`config.mk`:
```
export PLATFORM = sky130hd
export DESIGN_NAME = zoechip_counter_flat
export DESIGN_NICKNAME = d
export VERILOG_FILES = /design/src/rtl/zoechip_pkg.sv /design/src/rtl/zoechip_if.sv /design/src/rtl/seg7_hex_decode.sv /design/src/rtl/zoechip_counter.sv /design/src/flat_wrapper.sv
export SDC_FILE = /design/constraint.sdc
export NUM_CORES = 1
export LEC_CHECK = 0
export CAP_MARGIN = 20
export CORE_MARGIN = 3
export CORE_UTILIZATION = 60
export DETAILED_ROUTE_END_ITERATION = 10
export GPL_TIMING_DRIVEN = 0
export PLACE_DENSITY = 0.87
export SLEW_MARGIN = 20
export SYNTH_ARGS = -nofsm -noshare
export SYNTH_HDL_FRONTEND = slang
export SYNTH_SLANG_ARGS = --single-unit
export TNS_END_PERCENT = 5
```
`constraint.sdc`:
```
create_clock -name clk -period 3.7 [get_ports clk]
set_clock_uncertainty 0.15 [all_clocks]
set_input_delay 0.74 -clock clk [delete_from_list [all_inputs] [get_ports clk]]
set_output_delay 0.74 -clock clk [all_outputs]
set_load 0.1 [all_outputs]
```
`src/rtl/zoechip_pkg.sv`:
```
// Shared constants for the zoechip hex counter: display bit positions,
// the seven-segment lookup table and the mode/direction encodings.
package zoechip_pkg;

    localparam int SEG_DP = 0;
    localparam int SEG_A  = 1;
    localparam int SEG_B  = 2;
    localparam int SEG_C  = 3;
    localparam int SEG_D  = 4;
    localparam int SEG_E  = 5;
    localparam int SEG_F  = 6;
    localparam int SEG_G  = 7;

    // Entry n is the pattern for hex digit n; bit 0 = segment a ... bit 6 = segment g.
    localparam logic [15:0][6:0] SEG_LUT = {
        7'h71, 7'h79, 7'h5E, 7'h39, 7'h7C, 7'h77, 7'h6F, 7'h7F,
        7'h07, 7'h7D, 7'h6D, 7'h66, 7'h4F, 7'h5B, 7'h06, 7'h3F
    };

    localparam logic MODE_COUNT = 1'b0;
    localparam logic MODE_LOAD  = 1'b1;

    localparam logic DIR_UP     = 1'b0;
    localparam logic DIR_DOWN   = 1'b1;

endpackage : zoechip_pkg

```
`src/rtl/zoechip_if.sv`:
```
// Pin bundle of the 8-in/8-out harness minus clk/reset: the control and
// data inputs io_in[7:2] and the registered display io_out[7:0].
interface zoechip_if;

    logic [7:2] io_in;
    logic [7:0] io_out;

    modport master (
        output io_in,
        input  io_out
    );

    modport slave (
        input  io_in,
        output io_out
    );

endinterface : zoechip_if

```
`src/rtl/seg7_hex_decode.sv`:
```
// Combinational hex digit to seven-segment pattern lookup.
module seg7_hex_decode
    import zoechip_pkg::*;
(
    input  logic [3:0] digit,
    output logic [6:0] seg
);

    // Table lookup, segment a in bit 0.
    always_comb begin
        seg = SEG_LUT[digit];
    end

endmodule : seg7_hex_decode

```
`src/rtl/zoechip_counter.sv`:
```
// Hex digit counter/loader driving a registered seven-segment display.
// clk and reset correspond to io_in[0] and io_in[1] of the harness.
module zoechip_counter
    import zoechip_pkg::*;
#(
    parameter int MAX_COUNT   = 1000,
    parameter int DIGIT_MAX   = 15,
    parameter int SYNC_STAGES = 2
) (
    input  logic      clk,
    input  logic      reset,
    zoechip_if.slave  io
);

    localparam int             PW         = (MAX_COUNT > 1) ? $clog2(MAX_COUNT) : 1;
    localparam logic [PW-1:0]  PRESC_LAST = PW'(MAX_COUNT - 1);
    localparam logic [PW-1:0]  PRESC_ONE  = PW'(1);
    localparam logic [3:0]     DIGIT_TOP  = 4'(DIGIT_MAX);

    logic [SYNC_STAGES-1:0][5:0] sync_q, sync_d;
    logic                        edge_q, edge_d;
    logic [PW-1:0]               presc_q, presc_d;
    logic [3:0]                  digit_q, digit_d;
    logic                        dp_q, dp_d;
    logic [7:0]                  out_q, out_d;
    logic [6:0]                  seg_s;
    logic                        mode_s;
    logic                        ld_s;
    logic [3:0]                  data_s;

    function automatic logic [3:0] sat_digit(input logic [3:0] d);
        if (d > DIGIT_TOP) begin
            return DIGIT_TOP;
        end else begin
            return d;
        end
    endfunction

    assign mode_s = sync_q[SYNC_STAGES-1][5];
    assign ld_s   = sync_q[SYNC_STAGES-1][4];
    assign data_s = sync_q[SYNC_STAGES-1][3:0];

    seg7_hex_decode u_decode (
        .digit (digit_q),
        .seg   (seg_s)
    );

    // Next-state logic: synchroniser shift, prescaler, digit/dp update and display.
    always_comb begin
        sync_d    = sync_q;
        sync_d[0] = io.io_in;
        for (int i = 1; i < SYNC_STAGES; i++) begin
            sync_d[i] = sync_q[i-1];
        end
        edge_d  = ld_s;
        presc_d = presc_q;
        digit_d = digit_q;
        dp_d    = dp_q;

        if (mode_s == MODE_COUNT) begin
            if (presc_q == PRESC_LAST) begin
                presc_d = {PW{1'b0}};
                // ld_s doubles as direction; it only matters on the step edge.
                if (ld_s == DIR_DOWN) begin
                    if (digit_q == 4'd0) begin
                        digit_d = DIGIT_TOP;
                        dp_d    = ~dp_q;
                    end else begin
                        digit_d = digit_q - 4'd1;
                    end
                end else begin
                    if (digit_q >= DIGIT_TOP) begin
                        digit_d = 4'd0;
                        dp_d    = ~dp_q;
                    end else begin
                        digit_d = digit_q + 4'd1;
                    end
                end
            end else begin
                presc_d = presc_q + PRESC_ONE;
            end
        end else begin
            presc_d = {PW{1'b0}};
            if (ld_s && !edge_q) begin
                digit_d = sat_digit(data_s);
            end else begin
                digit_d = digit_q;
            end
        end

        out_d               = 8'h00;
        out_d[SEG_G:SEG_A]  = seg_s;
        out_d[SEG_DP]       = dp_q;
    end

    // State registers; synchronous reset overrides every other event.
    always_ff @(posedge clk) begin
        if (reset) begin
            sync_q  <= '{default: 6'd0};
            edge_q  <= 1'b0;
            presc_q <= {PW{1'b0}};
            digit_q <= 4'd0;
            dp_q    <= 1'b0;
            out_q   <= 8'h00;
        end else begin
            sync_q  <= sync_d;
            edge_q  <= edge_d;
            presc_q <= presc_d;
            digit_q <= digit_d;
            dp_q    <= dp_d;
            out_q   <= out_d;
        end
    end

    assign io.io_out = out_q;

endmodule : zoechip_counter
```
`src/flat_wrapper.sv`:
```
// flat-port wrapper written by rule: the top's interface ports become plain ports
module zoechip_counter_flat import zoechip_pkg::*;
#(
    parameter int MAX_COUNT   = 1000,
    parameter int DIGIT_MAX   = 15,
    parameter int SYNC_STAGES = 2
)
  (clk, reset, io_io_in, io_io_out);
  zoechip_if io_i ();
  input  logic clk;
  input  logic reset;
  input wire logic [$bits(io_i.io_in)-1:0] io_io_in;
  output wire logic [$bits(io_i.io_out)-1:0] io_io_out;
  assign io_i.io_in = io_io_in;
  assign io_io_out = io_i.io_out;
  zoechip_counter #(.MAX_COUNT(MAX_COUNT), .DIGIT_MAX(DIGIT_MAX), .SYNC_STAGES(SYNC_STAGES)) u_core (.clk(clk), .reset(reset), .io(io_i));
endmodule
```
== Yosys cells after proc, flatten, opt, wreduce, memory -nomap -nowiden ==
Memory sizes are Yosys's and may differ from the RTL's. A register that Yosys moved wholly into a read port is not among the register bits.
Index checks and enable logic that the tools add are counted.

* Add/subtract/negate cells: 3
* $lt $le $gt $ge: 3
* Eq/ne operators: 3
* Muxes and demuxes: 11
* Bitwise gates (word level): 2
* Reductions and logical operators: 8

{| class="wikitable"
|+ Operators with widths
! kind !! number
|-
| 4-bit 2-to-1 mux || 7
|-
| 10-bit by 1-bit adder with 10-bit output (second input constant) || 1
|-
| 10-bit equality test (second input constant) || 1
|-
| 7-bit 2-to-1 mux || 1
|-
| 4-bit by 5-bit less-than comparator with 1-bit output (second input constant) || 1
|-
| 4-bit by 1-bit adder with 4-bit output (second input constant) || 1
|-
| 4-bit greater-or-equal comparator (second input constant) || 1
|-
| 4-bit > comparator (second input constant) || 1
|-
| 4-bit zero test || 1
|-
| 2-bit != test (second input constant) || 2
|-
| 4-bit AND reduction || 1
|-
| 2-bit nonzero test || 2
|-
| 4-bit by 1-bit subtractor with 4-bit output (second input constant) || 1
|-
| 1-bit 2-to-1 mux || 3
|-
| 3-bit OR reduction || 1
|-
| 1-bit inverter || 2
|-
| 2-bit AND reduction || 1
|-
| 1-bit logical AND || 1
|-
| 1-bit zero test || 1
|}

* Bits in registers: 36
* Memory bits (read-only): 112
* Bits of input ports: 8
* Output and inout bits: 8
* Logic and storage cells: 38
* Memories: 1

{| class="wikitable"
|+ Memories
! memory !! words !! bits a word !! read ports !! clocked after memory_dff !! write ports !! line !! RTL
|-
| (no name shown) || 16 || 7 || 1 || 1 || 0 || seg7_hex_decode.sv:11 || <nowiki>seg = SEG_LUT[digit];</nowiki>
|}

== Depth between registers and ports, before layout ==
Gate-level depths: netlist (run 1).

* Word-level depth: 5
* Depth in mapped cells: 7
* Gate-level depth less buffers: 7

== Cells and area by module ==
Synthesis (run 1) repeated with hierarchy kept, for this count alone.

* Cells, all modules: 179
* Area total of the unflattened synthesis: 1661.6 um^2

{| class="wikitable"
|+ By module, submodules not included
! module !! instances !! cells each !! area each (um^2)
|-
| zoechip_counter || 1 || 146 || 1373.8
|-
| seg7_hex_decode || 1 || 33 || 287.8
|}

== Worst setup path before layout (run 1) ==
OpenSTA, ideal clock, no wires.

* Path type: reg2reg
* Start: reg u_core.digit_q[0]
* End: reg u_core.digit_q[1]
* Arrival: 1.628 ns
* Data required time: 3.464 ns
* Path slack: 1.836 ns
* Stages on the path, launching flop included: 7
* Buffers on the path: 0
* Clock period less this slack: 1.864 ns
* Path through: dfxtp_1 > inv_1 > ha_1 > and2_1 > a211oi_1 > a22oi_1 > a211oi_1

* Cells in the longest elaborated chain, start to end: 5
* Elaborated cells between the ends (all ways): 9

{| class="wikitable"
|+ Ends and longest elaborated chain
! item !! line !! RTL
|-
| from (decl) || zoechip_counter.sv:23 || <nowiki>logic [3:0] digit_q, digit_d;</nowiki>
|-
| from (signal assigned) || zoechip_counter.sv:109 || <nowiki>digit_q <= digit_d;</nowiki>
|-
| 4-bit by 1-bit adder with 4-bit output, or another cell as far along || zoechip_counter.sv:76 || <nowiki>digit_d = digit_q + 4'd1;</nowiki>
|-
| 4-bit 2-to-1 mux, on equally long branches || zoechip_counter.sv:72, zoechip_counter.sv:65 ||
|-
| 4-bit 2-to-1 mux (*) || zoechip_counter.sv:64 || <nowiki>if (ld_s == DIR_DOWN) begin</nowiki>
|-
| 4-bit 2-to-1 mux (*) || zoechip_counter.sv:61 || <nowiki>if (presc_q == PRESC_LAST) begin</nowiki>
|-
| 4-bit 2-to-1 mux (*) || zoechip_counter.sv:60 || <nowiki>if (mode_s == MODE_COUNT) begin</nowiki>
|}

Mark *: on every way between the ends. The rest lies on a longest branch, timed or not. The select of a mux whose other input is x is not followed.
A chain may end at the register's enable or synchronous reset.

== Worst setup path after layout (run 1) ==
* Start: reg u_core.out_q[5], in the netlist u_core.io.io_out[5]
* End: out io_io_out[5]

{| class="wikitable"
|+ RTL lines
! item !! line !! RTL
|-
| from (decl) || zoechip_counter.sv:25 || <nowiki>logic [7:0] out_q, out_d;</nowiki>
|-
| to (decl) || flat_wrapper.sv:13 || <nowiki>output wire logic [$bits(io_i.io_out)-1:0] io_io_out;</nowiki>
|}

No word-level cell between the ends.

==> results.yml, run 1 <==
run:
  cap_violations: 0
final_layout:
  drive_above_1_share_pct: 7.04
  fillers: 199
  multi_input_area_um2: 851
  area_growth_pct: 13.6
  ff_latch_area_um2: 721
  nNetsFinal: 217
  diodes: 0
sta:
  rsz0062_at_grt: "no"
  fmax_mhz: 373
  tns_ns: 0
  timing_hold_violations_final: 0
  setup_viol: 0
  worst_pin_slew_ns: 0.965
  relSlewSlack_pct: 35.5
  period_share_pct: 72.4
  final-max-slew-violation-count: 0
  fin_crit_ns: 2.68
  worst_slack_ns: 1.02
floorplan:
  num_rows: 18
  die_h_um: 58.3
  die_x_um: 58.3
  core-area_mm2: 0.00254
  initial_core_util_pct: 64.6
  io_pins: 16
  die-area_mm2: 0.00340
min_path:
  hold_path_class: "reg2reg"
  holdPathStages: 1
worst_setup_path:
  worst-setup-path-type: "reg2out"
  arrival_ns: 1.79
  crit_family: "buffers and inverters"
  crit_chain: "clkdlybuf4s50_1"
  cp-end-kind: "output pin"
  rr_worst_depth: 6
  worstSetupStartpointType: "flop"
  slowest_stage: "clkdlybuf4s50_1"
  critical_path_depth: 1
  crit_fanout: 1
  max_stage_delay_ns: 1.12
  cp.required_ns: 2.81
  crit_buf_inv: 1
cts:
  cts_inserted_buffers: 5
  clk_latency_ns: 0.33
  postCtsSetupBuffers: 0
  ctsRootBufferMaster: "clkbuf_4"
  htree_levels: 2
  clk_path_buf_depth: 2
  cts_resized: 0
  cts_tree: "done"
  cts_hold_buf: 0
  cts_num_sinks: 36
  clk_pin_slew_ns: 0.10
power:
  pwr-share-clk_pct: 27.8
  power_density_mw_per_mm2: 361
  p_sw_mw: 0.177
  vdd_drop_max_uv: 316
  seqPwrFrac_pct: 60.3
  pwr-share-comb_pct: 11.9
  switching_share_pct: 26.2
  p_int_mw: 0.498
  p_leak_nw: 0.737
placed_design:
  place_ws_ns: 1.38
  hpwl_um: 2250
  gp_congestion: 0.848
  io_buffers: 14
yosys:
  synth_ff_type: "dfxtp_1"
  syn_area_mm2: 0.00164
  synth_edf_count: 0
  seq_area_frac_synth_pct: 43.8
  yosys_warnings: 0
  synth.avg_cell_area_um2: 9.24
  synth_area_leaders: "dfxtp_1 44%, ha_1 7.6%, nor2b_1 5.3%"
  async_flop_share_pct: 0
  synth_top_area_share_pct: 43.8
  ys_ff_latch: 36
  post-synth-top-area-cell: "dfxtp_1"
  synth.net_count: 196
  synthCells: 178
  synth_cell_type_count: 42
  synth_common_cells: "36 x dfxtp_1, 18 x nor2_1, 14 x nor2b_1"
  synth.most_common_cell: "dfxtp_1"
route:
  drc: 0
  drt_first_pass_iters: 4
  drt-initial-drc-count: 70
  via_per_inst: 5.86
  wirelength_um: 3110
  ant_nets: 0
  vias: 1342
  avgRoutedWirePerCell_um: 13.6
grt:
  grt_first_pass_wirelength_um: 5240
  antenna_found_initial: 0
  grt_max_degree: 13
  grt_pass1_vias: 1283
  grt-ovfl-total: 0
  grt_usage_pct: 20.4
status:
  status: "finished clean"
[layer usage]
| metal | part of all wire [%] | vias to the layer above | GRT usage, % | routed length, um |
|---|---|---|---|---|
| li1 | - | 660 | - | - |
| met1 | 42 | 625 | 21.5 | 1310 |
| met2 | 49 | 46 | 36.4 | 1510 |
| met3 | 6.3 | 11 | 5.04 | 197 |
| met4 | 3.1 | 0 | 11.9 | 97 |
| met5 | 0 | - | 0 | 0 |
[state kept, by name, summed over array words and instances (netlist names)]
register          cells
u_core.io.io_out      8
u_core.dp_q           1
u_core.edge_d         1
u_core.presc_q       10
u_core.mode_s         1
u_core.digit_q        4
u_core.sync_d         6
u_core.edge_q         1
u_core.data_s         4
[metrics by stage]
stage	instances	instance area (um^2)	hold slack (ns)	utilization, %	power (mW)
2_1_floorplan	178	1640	0.264	-	0.473
3_3_place_gp	222	1820	0.266	71.6	0.492
3_5_place_dp	222	1820	0.281	71.6	0.495
4_1_cts	229	1870	0.304	73.4	0.682
5_1_grt	229	1870	0.318	73.4	0.701
6_report	229	1870	0.300	73.4	0.675
[logic make-up after synthesis]
family,Yosys count,share of synthesized area [%]
AOI/OAI and AO/OA,38,15.6
xor gates and xnor gates,7,3.73
adders and majority gates,10,7.61
buffers and inverters,19,4.41
DFF,36,43.8
muxes,2,2.05
and+or+nand+nor,66,22.8
[cell type report]
class                           count  share of cell area [%]
Multi-Input combinational cell    123                    45.5
Sequential cell                    36                    38.6
Timing Repair Buffer               14                    7.50
Clock buffer                        6                    2.21
Buffer                             10                    2.08
Tap cell                           30                    2.01
Inverter                            9                    1.81
Clock inverter                      1                   0.268
[power by group through the flow]
stage / Sequential (mW) / Combinational, mW / Clock, mW
6_report: 0.407 / 0.0801 / 0.188
5_1_grt: 0.408 / 0.0855 / 0.208
4_1_cts: 0.407 / 0.0803 / 0.195
3_5_place_dp: 0.416 / 0.0797 / 0
3_3_place_gp: 0.415 / 0.0778 / 0
2_1_floorplan: 0.444 / 0.0286 / 0
[cell usage in the layout, fill, tap and decap left out, drive strengths merged, types with 3 or more instances in the layout]
master	n
a211oi	6
a21oi	9
and3	3
clkbuf	16
clkdlybuf4s50	14
dfxtp	36
ha	10
inv	9
nand2	7
nand2b	4
nor2	18
nor2b	14
nor3	6
o21ai	8
o31ai	3
xnor2	5
[final timing paths]
check,slack [ns],endpoint,from
max,1.02,io_io_out[5],u_core.io.io_out[5]$_SDFF_PP0_
min,0.30,u_core.data_s[0]$_SDFF_PP0_,u_core.sync_d[6]$_SDFF_PP0_
max reg2reg,1.54,u_core.digit_q[1]$_SDFFE_PP0P_,u_core.digit_q[0]$_SDFFE_PP0P_
min reg2reg,0.30,u_core.data_s[0]$_SDFF_PP0_,u_core.sync_d[6]$_SDFF_PP0_
Note: power is estimated with default switching activity, not from simulation.
==> run 2: changes to the inputs <==
--- a/config.mk
+++ b/config.mk
@@ -7,10 +7,10 @@
 export LEC_CHECK = 0
 export CAP_MARGIN = 20
 export CORE_MARGIN = 3
-export CORE_UTILIZATION = 60
+export CORE_UTILIZATION = 55
 export DETAILED_ROUTE_END_ITERATION = 10
 export GPL_TIMING_DRIVEN = 0
-export PLACE_DENSITY = 0.87
+export PLACE_DENSITY = 0.81
 export SLEW_MARGIN = 20
 export SYNTH_ARGS = -nofsm -noshare
 export SYNTH_HDL_FRONTEND = slang
==> constraint.sdc (replaced) <==
create_clock -name clk -period 2.75 [get_ports clk]
set_clock_uncertainty 0.15 [all_clocks]
set_input_delay 0.55 -clock clk [delete_from_list [all_inputs] [get_ports clk]]
set_output_delay 0.55 -clock clk [all_outputs]
set_load 0.1 [all_outputs]
==> run 2 against run 1 <==
Compared with the run above:
- sequential share of layout area shrank 0.23 points
- clock power grew 47%
- power grew 38%
- first-iteration DRC count shrank 44%
- sequential cell count is the same
- cell area grew 0.60%
- global-route usage shrank 1.1 points
- count of clock-buffer cells in the layout shrank 1
- highest routed layer unchanged
- worst hold slack lost 0.0043 ns
- critical endpoint is now io_io_out[6]
- register-to-register slack lost 0.99 ns
- die area grew 8.1%
- via count shrank 1.9%
==> results.yml, run 2 (synthesis gave the netlist of run 1 again) <==
sta:
  final-max-slew-violation-count: 0
  setup_viol: 0
  rsz0062_at_grt: "no"
  fmax_mhz: 402
  whs_ns: 0.295
  relSlewSlack_pct: 35.5
  fin_crit_ns: 2.49
  period_share_pct: 90.5
  worst_slack_ns: 0.262
  tns_ns: 0
  worst_pin_slew_ns: 0.965
  timing_hold_violations_final: 0
final_layout:
  drive_above_1_share_pct: 8.00
  area_growth_pct: 14.3
  diodes: 0
  final_common_cell: "dfxtp_1"
  fillers: 241
  post-route-util_pct: 67.0
  mostFrequentLayoutCells: "36 x dfxtp_1, 18 x nor2_1, 14 x nor2b_1, 14 x clkdlybuf4s50_1, 10 x ha_1"
  nNetsFinal: 217
  largest_reg_flops: 10
  regMostFlops: "u_core.presc_q"
power:
  switching_share_pct: 27.6
  pwr-share-comb_pct: 11.6
  p_int_mw: 0.674
  p_leak_nw: 0.744
  seqPwrFrac_pct: 58.7
  p_sw_mw: 0.257
  total_power_mw: 0.930
  power_density_mw_per_mm2: 495
  vdd_drop_max_uv: 448
  pwr-share-clk_pct: 29.7
worst_setup_path:
  slowest_stage: "clkdlybuf4s50_1"
  max_stage_delay_ns: 1.12
  cp-end-kind: "output pin"
  r2r-start: "u_core.digit_q[0]$_SDFFE_PP0P_"
  cp.required_ns: 2.05
  arrival_ns: 1.79
  crit_buf_inv: 1
  worstSetupStartpointType: "flop"
  crit_chain: "clkdlybuf4s50_1"
  crit_family: "buffers and inverters"
  crit_path_start: "u_core.io.io_out[6]$_SDFF_PP0_"
  worst-setup-path-type: "reg2out"
  crit_fanout: 1
  rrSetupSlack_ns: 0.55
grt:
  grt-ovfl-total: 0
  grt_max_degree: 13
  antenna_found_initial: 0
  grt_usage_pct: 19.3
  grt_first_pass_wirelength_um: 5190
  grt_pass1_vias: 1155
floorplan:
  die_h_um: 60.7
  io_pins: 16
  die-area_mm2: 0.00368
  num_rows: 19
  initial_core_util_pct: 58.6
  die_x_um: 60.7
  core-area_mm2: 0.00281
cts:
  cts_hold_buf: 0
  clk_path_buf_depth: 2
  clk_latency_ns: 0.35
  cts_inserted_buffers: 5
  postCtsSetupBuffers: 0
  ctsRootBufferMaster: "clkbuf_4"
  htree_levels: 2
  clk_pin_slew_ns: 0.11
  cts_tree: "done"
  cts_num_sinks: 36
  cts_resized: 0
min_path:
  hold_path_class: "reg2reg"
  hp-start: "u_core.sync_d[8]$_SDFF_PP0_"
route:
  avgRoutedWirePerCell_um: 13.6
  via_per_inst: 5.70
  vias: 1317
  ant_nets: 0
  wirelength_um: 3130
  drt_first_pass_iters: 4
  drc: 0
  drt-initial-drc-count: 39
status:
  status: "finished clean"
run:
  cap_violations: 0
placed_design:
  hpwl_um: 2260
  gp_congestion: 0.891
  place_ws_ns: 0.619
  io_buffers: 14
run 2: cell count changes in the layout (fill, tap and decap cells not counted), sizes merged:
cell,change
clkinv,+2
clkbuf,-1
run 2: layout make-up:
cell class	instances	area, um^2	area share, %
plain buffers	10	38.8	2.06
clock buffers	5	37.5	2.00
multi-input cells	123	851	45.3
well taps	31	38.8	2.06
flip-flops and latches	36	721	38.3
repair buffers	14	140	7.46
clock inverters	3	18.8	0.999
inverters	9	33.8	1.80
run 2: metrics by stage:
step           cells  cell area [um^2]
2_1_floorplan    178              1640
3_3_place_gp     223              1820
3_5_place_dp     223              1820
4_1_cts          231              1880
5_1_grt          231              1880
6_report         231              1880
run 2: routing by layer:
metal | vias to the layer above | routed length, um | track usage [%]
met1 | 604 | 1480 | 23.6
met5 | - | 0 | 0
li1 | 659 | - | -
met2 | 45 | 1420 | 30.8
met3 | 9 | 180 | 6.60
met4 | 0 | 52 | 8.36
run 2: path summary, 6_finish.rpt:
kind	depth (start not counted)	to
setup / recovery	1	io_io_out[6]
hold / removal	1	u_core.data_s[2]$_SDFF_PP0_
setup reg to reg	6	u_core.digit_q[1]$_SDFFE_PP0P_
hold reg to reg	1	u_core.data_s[2]$_SDFF_PP0_
run 2: power by group through the flow:
stage	sequential [mW]	clock, mW	combinational (mW)
6_report	0.547	0.276	0.107
2_1_floorplan	0.598	0	0.0384
3_5_place_dp	0.559	0	0.108
5_1_grt	0.549	0.310	0.116
3_3_place_gp	0.558	0	0.106
4_1_cts	0.547	0.289	0.108
==> run 3: changes to the inputs <==
--- a/config.mk
+++ b/config.mk
@@ -6,11 +6,10 @@
 export NUM_CORES = 1
 export LEC_CHECK = 0
 export CAP_MARGIN = 20
-export CORE_MARGIN = 3
 export CORE_UTILIZATION = 55
 export DETAILED_ROUTE_END_ITERATION = 10
 export GPL_TIMING_DRIVEN = 0
-export PLACE_DENSITY = 0.81
+export PLACE_DENSITY = 0.77
 export SLEW_MARGIN = 20
 export SYNTH_ARGS = -nofsm -noshare
 export SYNTH_HDL_FRONTEND = slang
==> run 3 against run 2 <==
Compared with the run above:
- global-route usage is 1.6 points higher
- sequential share of layout area is 0.55 points lower
- power is 11% higher
- critical path type unchanged
==> results.yml, run 3 (synthesis gave the netlist of run 1 again) <==
status:
  status: "finished clean"
grt:
  antenna_found_initial: 0
  grt_usage_pct: 20.9
  grt-ovfl-total: 0
  grt_first_pass_wirelength_um: 5060
  grt_max_degree: 14
  grt_pass1_vias: 1198
floorplan:
  die_x_um: 56.7
  num_rows: 19
  initial_core_util_pct: 58.6
  die_h_um: 56.7
  io_pins: 16
  die-area_mm2: 0.00321
  core-area_mm2: 0.00281
worst_setup_path:
  worst-setup-path-type: "reg2out"
  max_stage_delay_ns: 1.12
  crit_fanout: 1
  rrSetupSlack_ns: 0.63
  cp-end-kind: "output pin"
  worstSetupStartpointType: "flop"
  crit_buf_inv: 1
  cp.required_ns: 2.05
  arrival_ns: 1.79
  slowest_stage: "clkdlybuf4s50_1"
  crit_chain: "clkdlybuf4s50_1"
  crit_family: "buffers and inverters"
final_layout:
  final_cell_area_mm2: 0.00191
  area_growth_pct: 16.0
  mostFrequentLayoutCells: "36 x dfxtp_1, 18 x nor2_1, 14 x nor2b_1, 14 x clkdlybuf4s50_1, 10 x ha_1"
  final_common_cell: "dfxtp_1"
  drive_above_1_share_pct: 8.00
  largest_reg_flops: 10
  regMostFlops: "u_core.presc_q"
  nNetsFinal: 217
  diodes: 0
  fillers: 239
min_path:
  hold_path_class: "reg2reg"
sta:
  tns_ns: 0
  fin_crit_ns: 2.49
  final-max-slew-violation-count: 0
  rsz0062_at_grt: "no"
  worst_slack_ns: 0.262
  timing_hold_violations_final: 0
  setup_viol: 0
  worst_pin_slew_ns: 0.965
  fmax_mhz: 402
  relSlewSlack_pct: 35.5
  period_share_pct: 90.5
route:
  avgRoutedWirePerCell_um: 13.0
  via_per_inst: 5.65
  drt-initial-drc-count: 48
  drc: 0
  wirelength_um: 3010
  ant_nets: 0
  vias: 1305
  drt_first_pass_iters: 5
power:
  switching_share_pct: 25.5
  p_sw_mw: 0.263
  total_power_mw: 1.03
  p_leak_nw: 0.751
  p_int_mw: 0.770
  vdd_drop_max_uv: 421
  power_density_mw_per_mm2: 542
  seqPwrFrac_pct: 52.9
  pwr-share-comb_pct: 10.4
  pwr-share-clk_pct: 36.7
cts:
  clk_pin_slew_ns: 0.12
  clk_latency_ns: 0.35
  cts_tree: "done"
  cts_inserted_buffers: 5
  cts_num_sinks: 36
  clk_path_buf_depth: 2
  ctsRootBufferMaster: "clkbuf_4"
  cts_hold_buf: 0
  htree_levels: 2
  postCtsSetupBuffers: 0
  cts_resized: 0
placed_design:
  place_ws_ns: 0.640
  io_buffers: 14
  place_area_mm2: 0.00182
  hpwl_um: 2160
  gp_congestion: 0.835
run:
  cap_violations: 0
==> run 3: layer usage <==
metal,vias to the layer above,global-route usage (%),wire length (um)
met4,0,12.1,55
met1,595,25.1,1380
met3,7,5.07,145
li1,662,-,-
met2,41,33.7,1430
met5,-,0,0
==> run 3: through the flow <==
step                      hold slack, ns  util [%]  instances
after floorplan                    0.264         -        178
after global placement             0.268      65.0        223
after detailed placement           0.273      65.0        223
after CTS                          0.297      68.0        231
after global routing               0.297      68.0        231
final                              0.296      68.0        231
==> run 3: area by class of cell <==
| type | instances | area, um^2 | area share, % |
|---|---|---|---|
| flip-flops and latches | 36 | 721 | 37.8 |
| clock buffers | 5 | 37.5 | 1.97 |
| multi-input cells | 123 | 851 | 44.6 |
| clock inverters | 3 | 46.3 | 2.43 |
| repair buffers | 14 | 140 | 7.35 |
| well taps | 31 | 38.8 | 2.03 |
| plain buffers | 10 | 38.8 | 2.03 |
| inverters | 9 | 33.8 | 1.77 |
==> run 3: final timing paths <==
| check | startpoint | depth (start not counted) | endpoint |
|---|---|---|---|
| max reg2reg | u_core.digit_q[0]$_SDFFE_PP0P_ | 6 | u_core.digit_q[1]$_SDFFE_PP0P_ |
| max | u_core.io.io_out[4]$_SDFF_PP0_ | 1 | io_io_out[4] |
| min | u_core.sync_d[8]$_SDFF_PP0_ | 1 | u_core.data_s[2]$_SDFF_PP0_ |
| min reg2reg | u_core.sync_d[8]$_SDFF_PP0_ | 1 | u_core.data_s[2]$_SDFF_PP0_ |
==> run 3: power groups by stage <==
stage	logic, mW	registers (mW)	clock network [mW]
2_1_floorplan	0.0384	0.598	0
3_3_place_gp	0.105	0.558	0
3_5_place_dp	0.107	0.559	0
4_1_cts	0.107	0.547	0.388
5_1_grt	0.114	0.549	0.411
6_report	0.107	0.547	0.380
